## config.mk

```make
export PLATFORM = sky130hd
export DESIGN_NAME = regfile_wb_scoreboard
export DESIGN_NICKNAME = d
export VERILOG_FILES = /design/src/rtl/regfile_wb_scoreboard_pkg.sv /design/src/rtl/regfile_wb_scoreboard_arbiter.sv /design/src/rtl/regfile_wb_scoreboard.sv
export SDC_FILE = /design/constraint.sdc
export NUM_CORES = 1
export LEC_CHECK = 0
export ABC_AREA = 1
export CAP_MARGIN = 20
export CORE_MARGIN = 2
export CORE_UTILIZATION = 42
export CTS_BUF_LIST = sky130_fd_sc_hd__clkbuf_4 sky130_fd_sc_hd__clkbuf_8
export DETAILED_ROUTE_END_ITERATION = 8
export PLACE_DENSITY = 0.83
export SLEW_MARGIN = 20
export SYNTH_ARGS = -nofsm -noshare
export SYNTH_HDL_FRONTEND = slang
export SYNTH_HIERARCHICAL = 1
export SYNTH_SLANG_ARGS = --single-unit
```

## constraint.sdc

```tcl
create_clock -name clk -period 2.25 [get_ports clk]
set_clock_uncertainty 0.1 [all_clocks]
set_input_delay 0.45 -clock clk [delete_from_list [all_inputs] [get_ports clk]]
set_output_delay 0.45 -clock clk [all_outputs]
set_load 0.02 [all_outputs]
```

## src/rtl/regfile_wb_scoreboard_pkg.sv

```systemverilog
// Shared constants and types for the register-file writeback controller.
// Register-address width, register count, data width and requester indices.
package regfile_wb_scoreboard_pkg;

   localparam int unsigned REG_ADDR_W = 5;
   localparam int unsigned NUM_REGS   = 32;
   localparam int unsigned XLEN       = 64;

   // Requester slots on the 2:1 writeback arbiter
   localparam int unsigned REQ_A = 0;
   localparam int unsigned REQ_B = 1;

   typedef logic [REG_ADDR_W-1:0] reg_addr_t;

   typedef enum logic [1:0] {
      GNT_NONE = 2'b00,
      GNT_A    = 2'b01,
      GNT_B    = 2'b10
   } grant_e;

endpackage

```

## src/rtl/regfile_wb_scoreboard_arbiter.sv

```systemverilog
// Two-requester writeback arbiter: A has fixed priority, B is guaranteed a grant
// after STARVE_LIMIT consecutive cycles of waiting.
module wb_arbiter_2to1
   import regfile_wb_scoreboard_pkg::*;
#(
   parameter int unsigned STARVE_LIMIT = 4
) (
   input  logic         clk,
   input  logic         rst,
   input  logic [1:0]   i_valid,
   output logic [1:0]   o_ready,
   output grant_e       o_grant
);

   localparam int unsigned CNT_W = (STARVE_LIMIT < 1) ? 1 : $clog2(STARVE_LIMIT + 1);

   logic [CNT_W-1:0] r_starve_cnt;
   logic             w_starved;
   grant_e           w_grant;

   assign w_starved = (r_starve_cnt == CNT_W'(STARVE_LIMIT));

   always_comb begin
      w_grant = GNT_NONE;
      if (i_valid[REQ_A] && !(w_starved && i_valid[REQ_B])) begin
         w_grant = GNT_A;
      end else if (i_valid[REQ_B]) begin
         w_grant = GNT_B;
      end
   end

   // Counts cycles B waits behind A; saturates so B wins on the limit cycle
   always_ff @(posedge clk) begin
      if (rst) begin
         r_starve_cnt <= '0;
      end else if (!i_valid[REQ_B] || (w_grant == GNT_B)) begin
         r_starve_cnt <= '0;
      end else if (!w_starved) begin
         r_starve_cnt <= r_starve_cnt + CNT_W'(1);
      end
   end

   always_comb begin
      o_ready        = '0;
      o_ready[REQ_A] = (w_grant == GNT_A);
      o_ready[REQ_B] = (w_grant == GNT_B);
   end

   assign o_grant = w_grant;

endmodule

```

## src/rtl/regfile_wb_scoreboard.sv

```systemverilog
// Register-file write-port controller: arbitrates A/B writebacks into one registered
// write and tracks per-register pending bits to stall decode on RAW/WAW hazards.
module regfile_wb_scoreboard #(
   parameter int unsigned STARVE_LIMIT = 4,
   parameter int unsigned XLEN         = regfile_wb_scoreboard_pkg::XLEN
) (
   input  logic                                          clk,
   input  logic                                          rst,
   input  logic                                          issue_valid,
   input  logic [regfile_wb_scoreboard_pkg::REG_ADDR_W-1:0] issue_rd,
   input  logic [regfile_wb_scoreboard_pkg::REG_ADDR_W-1:0] chk_rs1,
   input  logic [regfile_wb_scoreboard_pkg::REG_ADDR_W-1:0] chk_rs2,
   input  logic [regfile_wb_scoreboard_pkg::REG_ADDR_W-1:0] chk_rd,
   output logic                                          stall,
   input  logic                                          a_valid,
   input  logic [regfile_wb_scoreboard_pkg::REG_ADDR_W-1:0] a_rd,
   input  logic [XLEN-1:0]                               a_data,
   output logic                                          a_ready,
   input  logic                                          b_valid,
   input  logic [regfile_wb_scoreboard_pkg::REG_ADDR_W-1:0] b_rd,
   input  logic [XLEN-1:0]                               b_data,
   output logic                                          b_ready,
   output logic                                          wb_we,
   output logic [regfile_wb_scoreboard_pkg::REG_ADDR_W-1:0] wb_rd,
   output logic [XLEN-1:0]                               wb_data,
   output logic [regfile_wb_scoreboard_pkg::NUM_REGS-1:0]   pending_o
);

   import regfile_wb_scoreboard_pkg::*;

   logic [1:0]          w_req_valid;
   logic [1:0]          w_req_ready;
   grant_e              w_grant;
   logic                w_xfer;
   reg_addr_t           w_sel_rd;
   logic [XLEN-1:0]     w_sel_data;

   logic                r_wb_we;
   reg_addr_t           r_wb_rd;
   logic [XLEN-1:0]     r_wb_data;

   logic [NUM_REGS-1:0] r_pending;
   logic [NUM_REGS-1:0] w_set;
   logic [NUM_REGS-1:0] w_clr;
   logic [NUM_REGS-1:0] w_pending_nxt;

   always_comb begin
      w_req_valid        = '0;
      w_req_valid[REQ_A] = a_valid;
      w_req_valid[REQ_B] = b_valid;
   end

   wb_arbiter_2to1 #(
      .STARVE_LIMIT (STARVE_LIMIT)
   ) u_arb (
      .clk     (clk),
      .rst     (rst),
      .i_valid (w_req_valid),
      .o_ready (w_req_ready),
      .o_grant (w_grant)
   );

   assign a_ready = w_req_ready[REQ_A];
   assign b_ready = w_req_ready[REQ_B];

   always_comb begin
      w_xfer     = 1'b0;
      w_sel_rd   = a_rd;
      w_sel_data = a_data;
      unique case (w_grant)
         GNT_A: begin
            w_xfer     = 1'b1;
            w_sel_rd   = a_rd;
            w_sel_data = a_data;
         end
         GNT_B: begin
            w_xfer     = 1'b1;
            w_sel_rd   = b_rd;
            w_sel_data = b_data;
         end
         default: begin
            w_xfer = 1'b0;
         end
      endcase
   end

   // x0 writes are acknowledged and captured but never reach the register file
   always_ff @(posedge clk) begin
      if (rst) begin
         r_wb_we   <= 1'b0;
         r_wb_rd   <= '0;
         r_wb_data <= '0;
      end else if (w_xfer) begin
         r_wb_we   <= (w_sel_rd != '0);
         r_wb_rd   <= w_sel_rd;
         r_wb_data <= w_sel_data;
      end else begin
         r_wb_we   <= 1'b0;
      end
   end

   assign wb_we   = r_wb_we;
   assign wb_rd   = r_wb_rd;
   assign wb_data = r_wb_data;

   always_comb begin
      w_set = '0;
      w_clr = '0;
      for (int unsigned r = 1; r < NUM_REGS; r++) begin
         w_set[r] = issue_valid && (issue_rd == REG_ADDR_W'(r));
         w_clr[r] = r_wb_we && (r_wb_rd == REG_ADDR_W'(r));
      end
   end

   // Set dominates clear so a reissue in the landing cycle stays pending
   always_comb begin
      w_pending_nxt    = (r_pending & ~w_clr) | w_set;
      w_pending_nxt[0] = 1'b0;
   end

   always_ff @(posedge clk) begin
      if (rst) begin
         r_pending <= '0;
      end else begin
         r_pending <= w_pending_nxt;
      end
   end

   assign pending_o = r_pending;
   assign stall     = r_pending[chk_rs1] | r_pending[chk_rs2] | r_pending[chk_rd];

endmodule

```

==> run metrics, run 1 <==
status=finished, final reports clean; hold path endpoint=wb_data[59]; highest routed metal layer=met4; Setup-failing EPs final=0; worst r2r dst=wb_rd[0]; clk_lat worst skew=roughly 400 ps; Synth Area per Inst=6.435 um^2; area of the multi-input gates=0.002924 mm^2; Die Height=118.8 um; reg2reg start=u_arb/r_starve_cnt[0]; GR Overflow Total=0; vias in the first global route=between 6000 and 7000; hold slack=381.2 ps; register area=0.002098 mm^2; Mapped Nets=1026; crit path kind=flip-flop to output pin; Seq/Total Area, Yosys=37.62%; layout cell share with drive strength beyond 1=under 10%; highest clock rate=~460 MHz; leakage power total=0.003528 uW; FP Rows=between 40 and 50; GP Congestion=0.9606; Synth Cell Area=roughly 0.0055 mm^2; number of buffers created by CTS=9; post-synthesis instance total=860; ys async rst share=0%; Max Cap Violations=0; crit path max fanout=4; CTS Root Cell=clkbuf_8; drt initial violations=621; final net count=1294; largest net degree at the start of global routing=51; core region area=0.01272 mm^2; WHS Path Cells=2; # hold bufs at CTS=0; prevailing post-synth register cell=dfxtp_1; IO Pins=approximately 270; Final Max Tran Viols=0; reg2reg setup slack=between 150 and 200 ps; most frequent cells in the layout=clkdlybuf4s50_1 (253), nand2_1 (179), nand3_1 (140), o21ai_0 (126), nor2_1 (104); worst vdd ir=0.4770 mV; clock sinks=104; fill count=around 1100; minimum clock period=2156 ps; hpwl dp=16380 um; setup TNS=0 ps; Vias per Instance=about 5.3; initial antenna violation count=0; Die ar.=0.01411 mm^2; Starting Density=43.50%; Worst-Margin Slew=roughly 540 ps; CTS tree=built; DIE WIDTH=118.8 um; antenna cell count=0; first-pass GRT wire length=34080 um; DR WL met2=roughly 11000 um; commonest non-fill, non-tap cell in the layout=clkdlybuf4s50_1; fin crit share=95.82%; Min-Delay Startpoint=wb_data[59]; Clock Path Buffers=2; EDFF count, synth=0; CP required=1700 ps; pwr/cell area=518.6 mW/mm^2; Arr. time, crit path=1610 ps; WL/cell=approximately 17 um; WL final=22090 um; hold crit path type=flip-flop to flip-flop; total number of vias=6938; number of cells on the worst reg-to-reg path=12; M1 wire length=8413 um; clk slew on worst S/H paths=110 ps; met3 WL post-DR=2067 um; Fin. Hold Viols=0; CTS H-tree depth=3; Area Growth Syn to Fin=62.15%; Synth warnings=6; Setup crit end kind=output pin; drt first pass iters=5; input/output buffers=266; Synth cell types=28; Setup crit start kind=flip-flop; Antenna Nets Post-Route=0; Total Routing Usage GR=30.33%; Max-slew headroom=roughly 64%; Yosys reg bits=104; drc violations=0
-- cell families after synthesis --
group	synth area share, %
simple gates	32.85
compound gates	18.34
buf+inv	9.902
flops	37.62
mux	0.5426
fa+ha+maj	0.6783
other cells	0.06776
-- synth_stat cells (2+ instances only) --
master / n / area [um^2]
nand2_1: 179 / 671.9
inv_4: 2 / 12.51
clkbuf_1: 15 / 56.30
a21oi_1: 33 / 165.2
mux2i_1: 3 / 30.03
o21ai_1: 34 / 170.2
buf_1: 3 / 11.26
inv_1: 55 / 206.5
nor2_1: 104 / 390.4
buf_2: 29 / 145.1
ha_1: 3 / 37.54
nand4_1: 2 / 12.51
buf_4: 9 / 67.56
or2_2: 2 / 12.51
o22ai_1: 2 / 12.51
nand3_1: 141 / 705.7
buf_6: 4 / 45.04
o21ai_0: 127 / 635.6
dfxtp_1: 104 / 2082
-- timing repair --
item / CTS / global route
gates cloned: 2 / 2
endpoints found under the setup margin: 4 / 55
buffers inserted: 0 / 1
resized for setup: 26 / 33
pin swaps: 0 / 5
-- layout make-up --
| cell class | instances | share of cell area (%) |
|---|---|---|
| timing repair buffer | 317 | 36.71 |
| multi-input combinational | 638 | 32.58 |
| sequential | 104 | 23.38 |
| inverter | 58 | 2.538 |
| tap | 172 | 2.398 |
| clock buffer | 10 | 1.534 |
| clock inverter | 6 | 0.8505 |
-- critical path: stages, from the launching register on --
cell             delay (ps)
dfxtp_1                 450
buf_4                   170
clkdlybuf4s50_1         590
-- flip-flops by register name, summed over array words and instances, names as in the netlist --
| name | flops |
|---|---|
| pending_o | 31 |
| u_arb/r_starve_cnt | 3 |
| wb_data | 64 |
| wb_rd | 5 |
| wb_we | 1 |
-- power by group --
part	switching (uW)	internal (uW)	leakage, uW	total (uW)
combinational	651	684	0.00257	1330
sequential	82.6	1960	0.000859	2040
clock	713	562	0.000103	1270
-- per-layer routing --
| layer | vias to the layer above | track usage [%] |
|---|---|---|
| met3 | 56 | 9.266 |
| met1 | 3136 | 36.13 |
| met4 | 0 | 13.84 |
| met5 | - | 0 |
| li1 | 3373 | - |
| met2 | 373 | 49.96 |
-- worst max-delay path by stage --
| stage | start | slack (ps) | endpoint | cells after the start |
|---|---|---|---|---|
| after detailed placement | chk_rs1[0] | -640 | stall | 12 |
| final | pending_o[16] | 90 | pending_o[16] | 2 |
| after floorplan | u_arb/r_starve_cnt[0] | 240 | wb_data[10] | 13 |
| after global routing | u_arb/r_starve_cnt[0] | -20 | wb_data[57] | 11 |
| after global placement | chk_rs1[0] | -610 | stall | 12 |
| after CTS | chk_rs1[0] | 0.5 | stall | 11 |
-- metrics by stage --
| stage | power (uW) | instances | utilization [%] | setup slack (ps) | instance area [um^2] |
|---|---|---|---|---|---|
| detailed placement | 3362 | 1284 | 67.67 | -638.1 | 8610 |
| global placement | 3350 | 1284 | 67.67 | -613.2 | 8610 |
| global route | 4859 | 1305 | 70.54 | -18.04 | 8974 |
| finish | 4654 | 1305 | 70.54 | 93.96 | 8974 |
| CTS | 4640 | 1302 | 69.87 | 0.5334 | 8889 |
| floorplan | 2630 | 860 | - | 236.5 | 5534 |
(Power assumes the default switching activity.)
==> run 2: changes to the inputs <==
CORE_UTILIZATION = 41   (was 42)
CTS_BUF_LIST = default   (was sky130_fd_sc_hd__clkbuf_4 sky130_fd_sc_hd__clkbuf_8)
PLACE_DENSITY = 0.81   (was 0.83)
==> run metrics, run 2 (synthesis results as in run 1) <==
status=finished, final reports clean; input/output buffers=266 (unchanged); Starting Density=41.96% (-1.5 points); Fin. Hold Viols=0 (unchanged); Setup WS pre-CTS=-636.8 ps (+1.307 ps); CTS Root Cell=clkbuf_16; layout cell share with drive strength beyond 1=7.086% (-2.3 points); Area Growth Syn to Fin=61.50%; leakage power total=0.003520 uW (-0.21%); largest net degree at the start of global routing=65 (+27%); Vias per Instance=5.379 (+1.2%); fin crit share=97.89% (+2.1 points); vias in the first global route=6471 (-1.4%); clk slew on worst S/H paths=70 ps (-40 ps); hold crit path type=flip-flop to flip-flop; Setup-failing EPs final=0 (unchanged); core region area=0.01319 mm^2 (+3.7%); Die ar.=0.01444 mm^2 (+2.4%); Die Height=120.2 um (+1.2%); Arr. time, crit path=1650 ps (+40 ps); DIE WIDTH=120.2 um (+1.2%); first-pass GRT wire length=33610 um (-1.4%); drt initial violations=625 (+0.64%); crit path kind=input pin to output pin; GP Congestion=0.9832 (+2.4%); commonest non-fill, non-tap cell in the layout=clkdlybuf4s50_1; WL/cell=17.17 um (+1.4%); GR Overflow Total=0 (unchanged); crit path max fanout=15 (+11); number of buffers created by CTS=9 (unchanged); Clock Path Buffers=2 (unchanged); clk_lat worst skew=340 ps (-60 ps); total number of vias=7020 (+1.2%); CTS tree=built; most frequent cells in the layout=clkdlybuf4s50_1 (254), nand2_1 (179), nand3_1 (141), o21ai_0 (127), nor2_1 (104); Total Routing Usage GR=29.50% (-0.83 points); minimum clock period=2203 ps (+46.51 ps); IO Pins=268 (unchanged); CP required=1700 ps (about the same); Max Cap Violations=0 (unchanged); final net count=1291 (-0.23%); FP Rows=42 (+2.4%); hpwl dp=16130 um (-1.5%); RSZ-0062 raised after global routing=true; drc violations=0 (unchanged); initial antenna violation count=0 (unchanged); fill count=1134 (+3.2%); PnR worst setup slack=47.46 ps (-46.51 ps); WL final=22410 um (+1.4%); Max-slew headroom=62.03% (-2.1 points); worst vdd ir=0.3428 mV (-28%); Setup crit start kind=input pin; Final Max Tran Viols=0 (unchanged); max reg flops=64 (unchanged); drt first pass iters=6 (+1); Worst-Margin Slew=568.9 ps (+32.20 ps); hold slack=378.3 ps (-2.946 ps); CTS H-tree depth=3 (unchanged); pwr/cell area=564.3 mW/mm^2 (+8.8%); antenna cell count=0 (unchanged); highest clock rate=454.0 MHz (-2.1%); Antenna Nets Post-Route=0 (unchanged); Setup crit end kind=output pin; clock sinks=104 (unchanged)
run 2: routing by layer:
layer	part of all wire (%)	GRT usage [%]	wire length, um
met5	0	0	0
met4	3.5	12.65	794
met3	8.6	7.170	1928
met2	49	49.82	10950
met1	39	35.70	8738
run 2: worst max-delay path: stages:
cell           delay (ps)
dlygate4sd2_1         260
buf_4                 150
inv_6                 100
nand2_1                60
nand3_1                80
nand3_1                80
nand3_1                80
nand3_1                70
nand2_1                80
nand3_1                80
buf_4                 160
run 2: final timing paths:
path / from / slack [ps] / cells after the start / endpoint
hold / removal: wb_data[22] / 380 / 2 / wb_data[22]
setup / recovery: chk_rs1[0] / 50 / 11 / stall
setup reg to reg: u_arb/r_starve_cnt[0] / 80 / 12 / wb_data[51]
hold reg to reg: wb_data[22] / 380 / 2 / wb_data[22]
run 2: final cells by class:
cell class | instances | area, um^2 | area share [%]
Multi-Input combinational cell | 638 | 2919 | 32.66
Sequential cell | 104 | 2083 | 23.31
Timing Repair Buffer | 314 | 3179 | 35.57
Inverter | 58 | 225.2 | 2.520
Clock buffer | 10 | 229.0 | 2.562
Tap cell | 176 | 220.2 | 2.464
Clock inverter | 5 | 81.33 | 0.9100
run 2: where the power goes:
part	switching [uW]	internal (uW)
sequential	84.2	1960
clock	706	973
combinational	656	663
total	1450	3600
run 2: per-stage QoR:
step / power (uW) / TNS [ps] / util (%) / area, um^2 / std cells
floorplan: 2630 / 0 / - / 5534 / 860
global placement: 3321 / -6680 / 64.27 / 8477 / 1283
detailed placement: 3334 / -8938 / 64.27 / 8477 / 1283
CTS: 4989 / -77.12 / 66.58 / 8782 / 1298
global route: 5244 / -409.5 / 67.76 / 8937 / 1305
finish: 5044 / 0 / 67.76 / 8937 / 1305
run 2: timing repair:
action / 4_1_cts / 5_1_grt
pin swaps: 0 / 1
gates resized for setup: 14 / 18
setup endpoints to repair: 3 / 72
hold buffers: 0 / 0
gates cloned: 0 / 5
setup buffers: 0 / 2
==> run 3: changes to the inputs <==
ABC_AREA = default   (was 1)
==> run metrics, run 3 <==
Max Cap Violations=0 (unchanged); Max-slew headroom=60.87% (-1.2 points); Final Max Tran Viols=0 (unchanged); layout cell share with drive strength beyond 1=17.35% (+10 points); cell accounting for the most synthesized area=dfxtp_1; post-synthesis instance total=659 (-23%); Synth cell types=48 (+71%); highest clock rate=404.9 MHz (-11%); fill count=1018 (-10%); Clock Path Buffers=2 (unchanged); leakage power total=0.003546 uW (+0.74%); WL final=19520 um (-13%); most common cell in the netlist=nor2_1; Total Routing Usage GR=27.07% (-2.4 points); antenna cell count=0 (unchanged); Synth Area per Inst=8.318 um^2 (+29%); crit path kind=input pin to output pin; hold crit path type=flip-flop to flip-flop; status=finished with violations; Mapped Nets=825 (-20%); total number of vias=6031 (-14%); crit path max fanout=5 (-10); clk slew on worst S/H paths=70 ps (about the same); number of buffers created by CTS=9 (unchanged); CTS H-tree depth=3 (unchanged); initial antenna violation count=0 (unchanged); Fin. Hold Viols=0 (unchanged); Setup crit start kind=input pin; RSZ-0062 raised after global routing=true; drc violations=0 (unchanged); PnR worst setup slack=-219.5 ps (-267.0 ps); prevailing post-synth register cell=dfxtp_1; CP required=1700 ps (about the same); WL/cell=16.88 um (-1.7%); FP Rows=42 (unchanged); Design Area, Final=0.009415 mm^2 (+5.3%); Synth warnings=6 (unchanged); failing checks=negative setup slack; pwr/cell area=526.3 mW/mm^2 (-6.7%); clk_lat worst skew=340 ps (about the same); Synth Cell Area=0.005482 mm^2 (-0.95%); Antenna Nets Post-Route=0 (unchanged); first-pass GRT wire length=30750 um (-8.5%); GR Overflow Total=0 (unchanged); IO Pins=268 (unchanged); clock sinks=104 (unchanged); Placed Area=0.008791 mm^2 (+3.7%); commonest non-fill, non-tap cell in the layout=clkdlybuf4s50_1; max reg flops=64 (unchanged); most frequent cells in the layout=clkdlybuf4s50_1 (251), nor2_1 (149), a21oi_1 (100), dfxtp_1 (97), mux2i_1 (74); final net count=1141 (-12%); top-area cell type share of the netlist area=37.98% (+0.36 points); Final Util=71.67% (+3.9 points); fin crit share=109.8% (+12 points); Worst-Margin Slew=584.8 ps (+15.95 ps); minimum clock period=2470 ps (+267.0 ps); Die Height=119.6 um (-0.46%); ys async rst share=0% (unchanged); # hold bufs at CTS=0 (unchanged); Vias per Instance=5.217 (-3.0%); Setup crit end kind=output pin; core region area=0.01314 mm^2 (-0.40%); Yosys reg bits=104 (unchanged); top cells by area, synth=dfxtp_1 (38%), mux2i_1 (14%), nor2_1 (10%); CTS tree=built; Setup-failing EPs final=1 (+1); synth cell count leaders=nor2_1 (150), dfxtp_1 (104), a21oi_1 (101); CTS Root Cell=clkbuf_16; DIE WIDTH=119.6 um (-0.46%); GP Congestion=0.9280 (-5.6%); EDFF count, synth=0 (unchanged); hpwl dp=15340 um (-4.9%); vias in the first global route=5977 (-7.6%); drt initial violations=355 (-43%); Area Growth Syn to Fin=71.76%; worst vdd ir=0.3237 mV (-5.6%); input/output buffers=266 (unchanged); largest net degree at the start of global routing=49 (-25%); drt first pass iters=5 (-1); Starting Density=41.72% (-0.23 points); Die ar.=0.01431 mm^2 (-0.92%); Arr. time, crit path=1920 ps (+270 ps); Seq/Total Area, Yosys=37.98% (+0.36 points)
## run 3: stage by stage
step	hold slack (ps)	power [uW]	cells	setup WS (ps)	TNS, ps
6_report	387.2	4956	1156	-219.5	-219.5
3_5_place_dp	377.3	3372	1131	-1023	-13990
3_3_place_gp	366.7	3356	1131	-1026	-12590
4_1_cts	391.2	4961	1154	-259.4	-259.4
2_1_floorplan	331.6	2647	659	-9.983	-381.8
5_1_grt	409.1	5171	1156	-311.1	-335.1
## run 3: critical path: stages
cell and delay (ps):
buf_6 100, buf_6 120, mux2_4 310, a221oi_4 320, a2111oi_4 60, a311oi_2 260
nand4_1 140, buf_6 160
## run 3: power breakdown
part | total, uW | internal (uW) | switching, uW
registers | 2020 | 1950 | 65.7
clock network | 1560 | 891 | 669
logic | 1380 | 731 | 648
## run 3: cell type report
type	instances	area, um^2	share of cell area [%]
repair buffers	351	3398	36.09
multi-input cells	502	3381	35.91
flip-flops and latches	104	2091	22.21
clock buffers	11	242.7	2.578
well taps	176	220.2	2.339
clock inverters	5	56.30	0.5980
inverters	7	26.28	0.2791
## run 3: path summary, 6_finish.rpt
kind | startpoint | end | slack, ps | depth (start not counted)
max reg2reg | u_arb/r_starve_cnt[1] | wb_rd[2] | 180 | 12
min reg2reg | wb_data[40] | wb_data[40] | 390 | 2
max | chk_rs2[1] | stall | -220 | 8
min | wb_data[40] | wb_data[40] | 390 | 2
## run 3: logic make-up after synthesis
family / count (synthesis) / share of synthesized area [%]
AO/OA/AOI/OAI: 156 / 15.86
adder cells (fa/ha/maj): 3 / 0.6848
multiplexers: 100 / 21.80
buffers and inverters: 53 / 4.656
AND/OR/NAND/NOR: 242 / 18.95
flip-flops: 104 / 37.98
other: 1 / 0.06841
## run 3: routing by layer
layer | vias up | GRT usage (%) | share of wire (%)
li1 | 2931 | - | -
met1 | 2795 | 31.73 | 39
met2 | 265 | 48.07 | 51
met3 | 40 | 5.418 | 6.8
met4 | 0 | 11.25 | 2.8
met5 | - | 0 | 0
## run 3: what timing repair did
item,4_1_cts,5_1_grt
cloned,1,0
endpoints found under the setup margin,6,39
resized for setup,52,47
pin swaps,15,18
setup buffers,6,3
